[src/rtl/dram_burst_seq_if.sv]
// dram_burst_seq_if: command, write-data, beat and read-data signals of the DRAM burst sequencer.
interface dram_burst_seq_if #(parameter int WORD_W = 32);
  logic              req_valid;
  logic              req_write;
  logic              req_bc4;
  logic              req_ready;
  logic              wdata_valid;
  logic [WORD_W-1:0] wdata;
  logic              wdata_ready;
  logic [WORD_W-1:0] memstore;
  logic [2:0]        COL_choice;
  logic              edge_flag;
  logic [WORD_W-1:0] memload;
  logic              rdata_valid;
  logic [WORD_W-1:0] rdata;
  logic              rdata_last;
  logic              rdata_ready;
  logic              busy;
  logic              done;
  modport master (
    output req_valid, req_write, req_bc4, wdata_valid, wdata, edge_flag, memload, rdata_ready,
    input  req_ready, wdata_ready, memstore, COL_choice, rdata_valid, rdata, rdata_last, busy, done
  );
  modport slave (
    input  req_valid, req_write, req_bc4, wdata_valid, wdata, edge_flag, memload, rdata_ready,
    output req_ready, wdata_ready, memstore, COL_choice, rdata_valid, rdata, rdata_last, busy, done
  );
endinterface

[src/rtl/dram_burst_seq.sv]
// dram_burst_seq: single read/write DRAM burst sequencer; DRAM_BURST_CHOP_EN enables 4-beat burst chop via req_bc4.
module dram_burst_seq #(
  parameter int WORD_W    = 32,
  parameter int BURST_LEN = 8,
  parameter int WR_LAT    = 4,
  parameter int RD_LAT    = 6
) (
  input logic CLK,
  input logic RST,
  dram_burst_seq_if.slave bus
);
  localparam int LAT_MAX = (WR_LAT > RD_LAT) ? WR_LAT : RD_LAT;
  localparam int LW      = (LAT_MAX > 1) ? $clog2(LAT_MAX) : 1;
  localparam int IW      = $clog2(BURST_LEN);
  typedef enum logic [2:0] {IDLE, FILL, WR_WAIT, RD_WAIT, WR_BURST, RD_BURST, DRAIN, DONE} state_t;
  state_t            state, nxt;
  logic [LW-1:0]     lat;
  logic [2:0]        idx;
  logic [2:0]        last;
  logic              at_last;
  logic              adv;
  logic [WORD_W-1:0] mem [BURST_LEN];
`ifdef DRAM_BURST_CHOP_EN
  logic bc4;
  always_ff @(posedge CLK or posedge RST)
    if (RST) bc4 <= 1'b0;
    else if (state == IDLE && bus.req_valid) bc4 <= bus.req_bc4;
  assign last = bc4 ? 3'd3 : 3'(BURST_LEN - 1);
`else
  logic unused_bc4;
  assign unused_bc4 = bus.req_bc4;
  assign last = 3'(BURST_LEN - 1);
`endif
  assign at_last = (idx == last);
  // one index serves as fill pointer, beat and drain pointer; every phase ends by wrapping it to 0
  assign adv = (state == FILL && bus.wdata_valid) ||
               ((state == WR_BURST || state == RD_BURST) && bus.edge_flag) ||
               (state == DRAIN && bus.rdata_ready);
  always_ff @(posedge CLK or posedge RST)
    if (RST) state <= IDLE;
    else state <= nxt;
  always_comb begin
    nxt = state;
    case (state)
      IDLE:     nxt = bus.req_valid ? (bus.req_write ? FILL : RD_WAIT) : IDLE;
      FILL:     nxt = (bus.wdata_valid && at_last) ? WR_WAIT : FILL;
      WR_WAIT:  nxt = (lat == '0) ? WR_BURST : WR_WAIT;
      RD_WAIT:  nxt = (lat == '0) ? RD_BURST : RD_WAIT;
      WR_BURST: nxt = (bus.edge_flag && at_last) ? DONE : WR_BURST;
      RD_BURST: nxt = (bus.edge_flag && at_last) ? DRAIN : RD_BURST;
      DRAIN:    nxt = (bus.rdata_ready && at_last) ? DONE : DRAIN;
      default:  nxt = IDLE;
    endcase
  end
  always_comb begin
    bus.req_ready   = (state == IDLE);
    bus.wdata_ready = (state == FILL);
    bus.busy        = (state != IDLE);
    bus.done        = (state == DONE);
    bus.rdata_valid = (state == DRAIN);
    bus.rdata_last  = (state == DRAIN) && at_last;
    bus.rdata       = (state == DRAIN) ? mem[idx[IW-1:0]] : '0;
    bus.memstore    = (state == WR_BURST) ? mem[idx[IW-1:0]] : '0;
    bus.COL_choice  = (state == WR_BURST || state == RD_BURST) ? idx : 3'd0;
  end
  always_ff @(posedge CLK or posedge RST)
    if (RST) begin
      idx <= 3'd0;
      lat <= '0;
    end else begin
      idx <= !adv ? idx : (at_last ? 3'd0 : idx + 3'd1);
      if (state == IDLE && bus.req_valid && !bus.req_write) lat <= LW'(RD_LAT - 1);
      else if (state == FILL && bus.wdata_valid && at_last) lat <= LW'(WR_LAT - 1);
      else if ((state == WR_WAIT || state == RD_WAIT) && lat != '0) lat <= lat - LW'(1);
    end
  always_ff @(posedge CLK)
    if (state == FILL && bus.wdata_valid) mem[idx[IW-1:0]] <= bus.wdata;
    else if (state == RD_BURST && bus.edge_flag) mem[idx[IW-1:0]] <= bus.memload;
endmodule

[src/flat_wrapper.sv]
// flat-port wrapper written by rule: the top's interface ports become plain ports
module dram_burst_seq_flat 
#(
  parameter int WORD_W    = 32,
  parameter int BURST_LEN = 8,
  parameter int WR_LAT    = 4,
  parameter int RD_LAT    = 6
)
  (CLK, RST, bus_req_valid, bus_req_write, bus_req_bc4, bus_wdata_valid, bus_wdata, bus_edge_flag, bus_memload, bus_rdata_ready, bus_req_ready, bus_wdata_ready, bus_memstore, bus_COL_choice, bus_rdata_valid, bus_rdata, bus_rdata_last, bus_busy, bus_done);
  dram_burst_seq_if #(.WORD_W(WORD_W)) bus_i ();
  input logic CLK;
  input logic RST;
  input wire logic [$bits(bus_i.req_valid)-1:0] bus_req_valid;
  input wire logic [$bits(bus_i.req_write)-1:0] bus_req_write;
  input wire logic [$bits(bus_i.req_bc4)-1:0] bus_req_bc4;
  input wire logic [$bits(bus_i.wdata_valid)-1:0] bus_wdata_valid;
  input wire logic [$bits(bus_i.wdata)-1:0] bus_wdata;
  input wire logic [$bits(bus_i.edge_flag)-1:0] bus_edge_flag;
  input wire logic [$bits(bus_i.memload)-1:0] bus_memload;
  input wire logic [$bits(bus_i.rdata_ready)-1:0] bus_rdata_ready;
  output wire logic [$bits(bus_i.req_ready)-1:0] bus_req_ready;
  output wire logic [$bits(bus_i.wdata_ready)-1:0] bus_wdata_ready;
  output wire logic [$bits(bus_i.memstore)-1:0] bus_memstore;
  output wire logic [$bits(bus_i.COL_choice)-1:0] bus_COL_choice;
  output wire logic [$bits(bus_i.rdata_valid)-1:0] bus_rdata_valid;
  output wire logic [$bits(bus_i.rdata)-1:0] bus_rdata;
  output wire logic [$bits(bus_i.rdata_last)-1:0] bus_rdata_last;
  output wire logic [$bits(bus_i.busy)-1:0] bus_busy;
  output wire logic [$bits(bus_i.done)-1:0] bus_done;
  assign bus_i.req_valid = bus_req_valid;
  assign bus_i.req_write = bus_req_write;
  assign bus_i.req_bc4 = bus_req_bc4;
  assign bus_i.wdata_valid = bus_wdata_valid;
  assign bus_i.wdata = bus_wdata;
  assign bus_i.edge_flag = bus_edge_flag;
  assign bus_i.memload = bus_memload;
  assign bus_i.rdata_ready = bus_rdata_ready;
  assign bus_req_ready = bus_i.req_ready;
  assign bus_wdata_ready = bus_i.wdata_ready;
  assign bus_memstore = bus_i.memstore;
  assign bus_COL_choice = bus_i.COL_choice;
  assign bus_rdata_valid = bus_i.rdata_valid;
  assign bus_rdata = bus_i.rdata;
  assign bus_rdata_last = bus_i.rdata_last;
  assign bus_busy = bus_i.busy;
  assign bus_done = bus_i.done;
  dram_burst_seq #(.WORD_W(WORD_W), .BURST_LEN(BURST_LEN), .WR_LAT(WR_LAT), .RD_LAT(RD_LAT)) u_core (.CLK(CLK), .RST(RST), .bus(bus_i));
endmodule
[config.mk]
export PLATFORM = sky130hd
export DESIGN_NAME = dram_burst_seq_flat
export DESIGN_NICKNAME = d
export VERILOG_FILES = /design/src/rtl/dram_burst_seq_if.sv /design/src/rtl/dram_burst_seq.sv /design/src/flat_wrapper.sv
export SDC_FILE = /design/constraint.sdc
export NUM_CORES = 1
export LEC_CHECK = 0
export ABC_AREA = 1
export ABC_CLOCK_PERIOD_IN_PS = 3650
export BUFFER_PORTS_ARGS = -buffer_cell sky130_fd_sc_hd__buf_2
export CAP_MARGIN = 25
export CORE_MARGIN = 3
export CORE_UTILIZATION = 55
export DETAILED_ROUTE_END_ITERATION = 7
export GPL_TIMING_DRIVEN = 0
export PLACE_DENSITY = 0.76
export SETUP_SLACK_MARGIN = 0.5
export SLEW_MARGIN = 20
export SYNTH_ARGS = -nofsm -noshare
export SYNTH_HDL_FRONTEND = slang
export SYNTH_SLANG_ARGS = --single-unit
[constraint.sdc]
create_clock -name CLK -period 3.65 [get_ports CLK]
set_clock_uncertainty 0.15 [all_clocks]
set_input_delay 0.1825 -clock CLK [delete_from_list [all_inputs] [get_ports CLK]]
set_output_delay 0.1825 -clock CLK [all_outputs]
set_load 0.02 [all_outputs]
==> flow_metrics.tcl, run 1 <==
set metrics [dict create \
    cp_common_cell "nor2_2" \
    p_clk_share_pct 23.4 \
    clk_pin_slew_ns 0.06 \
    netlist_area_um2 11900 \
    seqPwrFrac_pct 34.4 \
    hold_viol_final 0 \
    worstSkewPairLatency_ns 0.54 \
    synth_area_leaders "edfxtp_1 (65%), nand2_1 (23%), a21oi_1 (2.8%), dfrtp_1 (1.9%), o21ai_0 (1.2%)" \
    power.internal_uw 6480 \
    grt_pass1_wl_um 50200 \
    layout-drive-gt1-share_pct 16.7 \
    vias_per_cell 5.57 \
    slew_viol_final 0 \
    tightest_slew_ns 0.862 \
    place.gp.congestion 0.803 \
    yosys_warnings 0 \
    r2r-start "u_core.state[1]" \
    holdWs_ns 0.00228 \
    yosys.area.top_type "edfxtp_1" \
    vdd_ir_drop_max_v 0.000454 \
    min_path_type "in -> reg" \
    fin_nets 1544 \
    setup_viol 0 \
    r2r_slack_ns 0.53 \
    clk_path_buf_depth 3 \
    crit_path_start_kind "flip-flop" \
    cp_max_fo 17 \
    syn_avg_cell_area_um2 9.65 \
    p_switching_uw 4520 \
    die_width_um 153 \
    cts.sinks 265 \
    synth_nets 1308 \
    power_uw 11000 \
    outcome "finished clean" \
    cp.depth 7 \
    grt_max_degree 22 \
    synth_seq_cells 265 \
    yosysSeqAreaShare_pct 66.6 \
    cp_top_family "simple AND/OR/NAND/NOR gates" \
    first_pass_iters 6 \
    gr-usage-all-layers_pct 27.9 \
    final-seq-area_um2 7910 \
    hold_depth 3 \
    slowest_delay_ns 0.60 \
    wl_per_cell_um 19.1 \
    arrival_ns 3.21 \
    crit_path_top_delay_cell "nor2_2" \
    synth_cell_type_count 26 \
    multi_input_area_um2 3580 \
    numPortBuffers 143 \
    synth_top_area_share_pct 64.7 \
    drtAntennaViolNets 0 \
    p_sw_share_pct 41.1 \
    area_delta_synth_final_pct 23.0 \
    htree_levels 1 \
    drt_iter0_drc 1044 \
    dp_hpwl_um 21400 \
    floorplan.initialDensity_pct 56.2 \
    fill_cells 1473 \
    reg2reg_to "u_core.mem[6][8]" \
    pwr-share-comb_pct 42.2 \
    fp.dieH_um 153 \
    slew_headroom_pct 42.5 \
    grt_overflow_total 0 \
    min_period_ns 3.12 \
    min_period_over_period_pct 85.5 \
    cts_buffers 26 \
    fin_ws_ns 0.530 \
    hold_end "u_core.mem[2][15]" \
    antenna_cells 0 \
    maxCapViolCount 0 \
    routed_wl_um 33700 \
    die_area_um2 23400 \
    drc 0 \
    leakagePower_uw 0.00637 \
    coreArea_um2 21200 \
    powerDensity_nw_per_um2 752 \
    vias 9828 \
    rsz0062_at_grt "false" \
    synth_cells 1232 \
    ioPinCount 145 \
    grt_pass1_vias 9389 \
    worstPathRequired_ns 3.74 \
    path_class "reg -> reg" \
    cts_root_buf "clkbuf_16" \
    crit_chain "buf_2 > inv_2 > nand3_2 > nor2_2 > nor2_2 > nor2_4 > buf_16" \
    cts_tree "yes" \
    end_kind "flip-flop" \
    hp-start "bus_wdata[15]" \
    reg2reg_depth 7 \
    critPathBufInv 3 \
    max_freq_mhz 321 \
    dp_slack_ns 0.580 \
    placement_rows 53 \
    grt_antenna_before_repair 0 \
]
[cells by family after synthesis]
logic type	after synthesis	synth area share [%]
AND/OR/NAND/NOR	771	24.8
flip-flops	265	66.6
AO/OA/AOI/OAI	100	4.23
buffers and inverters	90	3.80
adder cells (fa/ha/maj)	4	0.421
XOR/XNOR	2	0.147
[how the worst max path moves through the flow]
stage / start / endpoint / slack [ns]
final: u_core.state[1] / u_core.mem[6][8] / 0.53
after global routing: u_core.state[1] / u_core.mem[6][8] / 0.51
after CTS: u_core.state[1] / u_core.mem[5][6] / 0.55
after detailed placement: u_core.state[1] / u_core.mem[5][14] / 0.58
after global placement: u_core.state[1] / u_core.mem[5][14] / -1.23
after floorplan: u_core.state[1] / u_core.mem[0][0] / 0.69
[worst reg2reg max path, cell delays in order (launching register included)]
cell and delay [ns]:
dfrtp_1 0.35, buf_2 0.18, inv_2 0.10, nand3_2 0.25, nor2_2 0.60, nor2_2 0.34
nor2_4 0.61, buf_16 0.24
[final cells by class]
class                   instances  share of cell area, %
plain buffers                  68                   2.52
clock buffers                  34                   4.65
clock inverters                14                  0.941
inverters                      22                  0.573
multi-input cells             877                   24.5
flip-flops and latches        265                   54.1
well taps                     275                   2.35
repair buffers                208                   10.4
[stage by stage]
stage | instance area, um^2 | setup TNS (ns) | cells | util [%]
floorplan | 11900 | 0 | 1232 | -
global placement | 12900 | -291.53 | 1650 | 61.2
detailed placement | 13200 | 0 | 1659 | 62.6
CTS | 14600 | 0 | 1760 | 69.0
global route | 14600 | 0 | 1763 | 69.1
finish | 14600 | 0 | 1763 | 69.1
[per-layer routing]
metal  wire (um)  track usage [%]  vias to the layer above
met5           0                0                        -
met4        1370             12.4                        0
met3        3400             4.93                      109
met2       16300             47.1                      628
met1       12700             35.6                     4570
li1            -                -                     4521
[cells in the final DEF (no fill, tap or decap), types with 3 or more instances in the layout]
master,netlist,routed
nand2_1,721,721
edfxtp_1,256,256
buf_2,27,170
a21oi_1,66,66
dlygate4sd3_1,0,53
clkbuf_1,22,30
o21ai_0,28,28
clkbuf_16,0,26
nand3_1,20,20
inv_1,15,15
nor2_1,21,12
buf_4,9,11
clkinv_1,0,9
dfrtp_1,9,9
nor2_4,0,8
buf_16,0,7
inv_2,6,6
buf_6,6,6
o21ai_1,5,5
buf_1,4,4
ha_1,4,4
buf_12,0,3
[sequential cells by signal, summed over array words and instances, names as in the netlist]
name,count
u_core.lat,3
u_core.state,3
u_core.idx,3
u_core.mem,256
[power groups by stage]
| stage | clock network, uW | logic [uW] | registers (uW) |
|---|---|---|---|
| 2_1_floorplan | 0 | 2860 | 3840 |
| 3_3_place_gp | 0 | 4160 | 3860 |
| 3_5_place_dp | 0 | 4380 | 3850 |
| 4_1_cts | 2570 | 4550 | 3780 |
| 5_1_grt | 2700 | 5020 | 3800 |
| 6_report | 2570 | 4640 | 3790 |
[synthesized netlist by cell type, drive strengths merged]
cell type,number
o21ai,33
clkinv,1
xor2,1
o211ai,1
xnor2,1
nor2,22
nand4,2
edfxtp,256
clkbuf,22
dfrtp,9
a21oi,66
nand3,22
nand2,721
buf,46
inv,21
nor3,3
ha,4
or2,1
[what timing repair did]
item | 4_1_cts | 5_1_grt
endpoints found under the setup margin | 0 | 24
resized for setup | 0 | 0
endpoints found under the hold margin | 219 | 0
buffers inserted | 0 | 3
hold buffers | 53 | 0
Note: power is estimated with default switching activity, not from simulation.
==> run 2: changes to the inputs <==
--- a/config.mk
+++ b/config.mk
@@ -11,6 +11,7 @@
 export CAP_MARGIN = 25
 export CORE_MARGIN = 3
 export CORE_UTILIZATION = 55
+export CTS_BUF_LIST = sky130_fd_sc_hd__clkbuf_8
 export DETAILED_ROUTE_END_ITERATION = 7
 export GPL_TIMING_DRIVEN = 0
 export PLACE_DENSITY = 0.76
==> run 2 against run 1 <==
Utilization fell by 0.12 points; register-to-register slack better by 0.20 ns; sequential share of layout area grew 0.093 points; hold slack better by 0.0011 ns; global-route usage down 0.25 points; worst setup slack improved by 0.20 ns; combinational power hardly changed; critical endpoint is now u_core.mem[3][1].
==> flow_metrics.tcl, run 2 (synthesized netlist as in run 1, its figures left out) <==
set metrics [dict create \
    leakagePower_uw 0.00642 \
    cts_tree "yes" \
    slowest_delay_ns 0.74 \
    arrival_ns 3.10 \
    fin_area_um2 14600 \
    area_delta_synth_final_pct 22.8 \
    final_common_cell "nand2_1" \
    drc 0 \
    worstSkewPairLatency_ns 0.53 \
    worstPathRequired_ns 3.84 \
    outcome "finished clean" \
    powerDensity_nw_per_um2 736 \
    layout-drive-gt1-share_pct 17.9 \
    hp-start "bus_memload[15]" \
    r2r-start "u_core.state[1]" \
    final_cell_mix "nand2_1 (721), edfxtp_1 (256), buf_2 (170)" \
    cts.sinks 265 \
    placement_rows 53 \
    gr-usage-all-layers_pct 27.6 \
    crit_chain "buf_2 > inv_2 > nand3_2 > nor2_4 > buf_4 > nand2_1 > nand2_1 > dlygate4sd3_1" \
    power_uw 10700 \
    slew_headroom_pct 43.6 \
    cp_max_fo 10 \
    setup_viol 0 \
    clk_pin_slew_ns 0.06 \
    tightest_slew_ns 0.844 \
    critPathBufInv 4 \
    first_pass_iters 5 \
    r2r_slack_ns 0.73 \
    power.internal_uw 6260 \
    ioPinCount 145 \
    seqPwrFrac_pct 35.2 \
    min_path_type "in -> reg" \
    dp_hpwl_um 21400 \
    min_period_over_period_pct 79.9 \
    crit_path_top_delay_cell "dlygate4sd3_1" \
    vias 9757 \
    end_kind "flip-flop" \
    htree_levels 2 \
    vdd_ir_drop_max_v 0.000402 \
    cp_common_cell "nand2_1" \
    die_width_um 153 \
    clk_path_buf_depth 3 \
    p_switching_uw 4480 \
    rsz0062_at_grt "false" \
    pwr-share-comb_pct 42.9 \
    die_area_um2 23400 \
    floorplan.initialDensity_pct 56.2 \
    maxCapViolCount 0 \
    drtAntennaViolNets 0 \
    largest_register_ffs 256 \
    cts_root_buf "clkbuf_8" \
    path_class "reg -> reg" \
    cts_buffers 42 \
    fin_setup_tns_ns 0 \
    startpoint "u_core.state[1]" \
    grt_antenna_before_repair 0 \
    numPortBuffers 143 \
    grt_pass1_wl_um 49700 \
    drt_iter0_drc 1090 \
    place.gp.congestion 0.803 \
    grt_overflow_total 0 \
    min_period_ns 2.92 \
    cp_top_family "buffers and inverters" \
    dpl-instance-area_um2 13200 \
    grt_pass1_vias 9128 \
    p_clk_share_pct 21.9 \
    vias_per_cell 5.46 \
    antenna_cells 0 \
    crit_path_start_kind "flip-flop" \
    fin_nets 1558 \
    routed_wl_um 33200 \
    slew_viol_final 0 \
    max_freq_mhz 343 \
    p_sw_share_pct 41.7 \
    coreArea_um2 21200 \
    fp.dieH_um 153 \
    wl_per_cell_um 18.6 \
    hold_viol_final 0 \
    grt_max_degree 22 \
    fill_cells 1491 \
]
[run 2: changes by cell type in the layout (fill, tap and decap cells not counted), moves of 2 or more]
cell           before  now
buf_12              3    6
buf_4              11    9
clkbuf_1           30   22
clkbuf_16          26    0
clkbuf_8            0   43
clkinv_2            2    5
clkinvlp_4          0    2
dlygate4sd3_1      53   50
inv_1              15   28
[run 2: metrics by stage]
| stage | setup slack, ns | hold slack (ns) | cells | utilization, % |
|---|---|---|---|---|
| 2_1_floorplan | 0.686 | -0.140 | 1232 | - |
| 3_3_place_gp | -1.23 | 0.0147 | 1650 | 61.2 |
| 3_5_place_dp | 0.580 | 0.0277 | 1659 | 62.6 |
| 4_1_cts | 0.537 | 0.00313 | 1783 | 68.6 |
| 5_1_grt | 0.698 | 0.0157 | 1787 | 69.0 |
| 6_report | 0.733 | 0.00340 | 1787 | 69.0 |
[run 2: repair_timing]
action,4_1_cts,5_1_grt
hold endpoints to repair,191,0
endpoints found under the setup margin,0,107
buffers inserted,0,4
hold buffers,50,0
resized for setup,0,1
[run 2: area by class of cell]
class	instances	area, um^2	share of cell area [%]
buffer	68	368	2.52
multi-input combinational	877	3590	24.6
clock inverter	31	181	1.24
inverter	22	83.8	0.574
timing repair buffer	206	1530	10.5
clock buffer	43	592	4.05
sequential	265	7910	54.2
tap	275	344	2.36
[run 2: power by group through the flow]
| stage | sequential (uW) | combinational, uW | clock (uW) |
|---|---|---|---|
| global placement | 3860 | 4160 | 0 |
| detailed placement | 3850 | 4380 | 0 |
| floorplan | 3840 | 2860 | 0 |
| CTS | 3790 | 4510 | 2350 |
| finish | 3790 | 4610 | 2350 |
| global route | 3800 | 5020 | 2480 |
[run 2: routing by layer]
| layer | wire length [um] | global-route usage (%) | vias up |
|---|---|---|---|
| met4 | 1110 | 10.1 | 0 |
| li1 | - | - | 4553 |
| met2 | 15900 | 46.0 | 585 |
| met3 | 3500 | 5.01 | 85 |
| met1 | 12700 | 36.8 | 4534 |
| met5 | 0 | 0 | - |
[run 2: worst paths after layout]
path	end	cells after the start
min	u_core.mem[1][15]	3
max reg2reg	u_core.mem[3][1]	8
max	u_core.mem[3][1]	8
min reg2reg	u_core.lat[0]	2
min in group asynchronous	u_core.idx[1]	3
max in group asynchronous	u_core.idx[0]	3
[run 2: worst register-to-register path, delay by kind of cell, from the launching register on]
kind / cells / cell delay, ns
buf+inv: 4 / 1.31
simple gates: 4 / 0.91
flops: 1 / 0.35
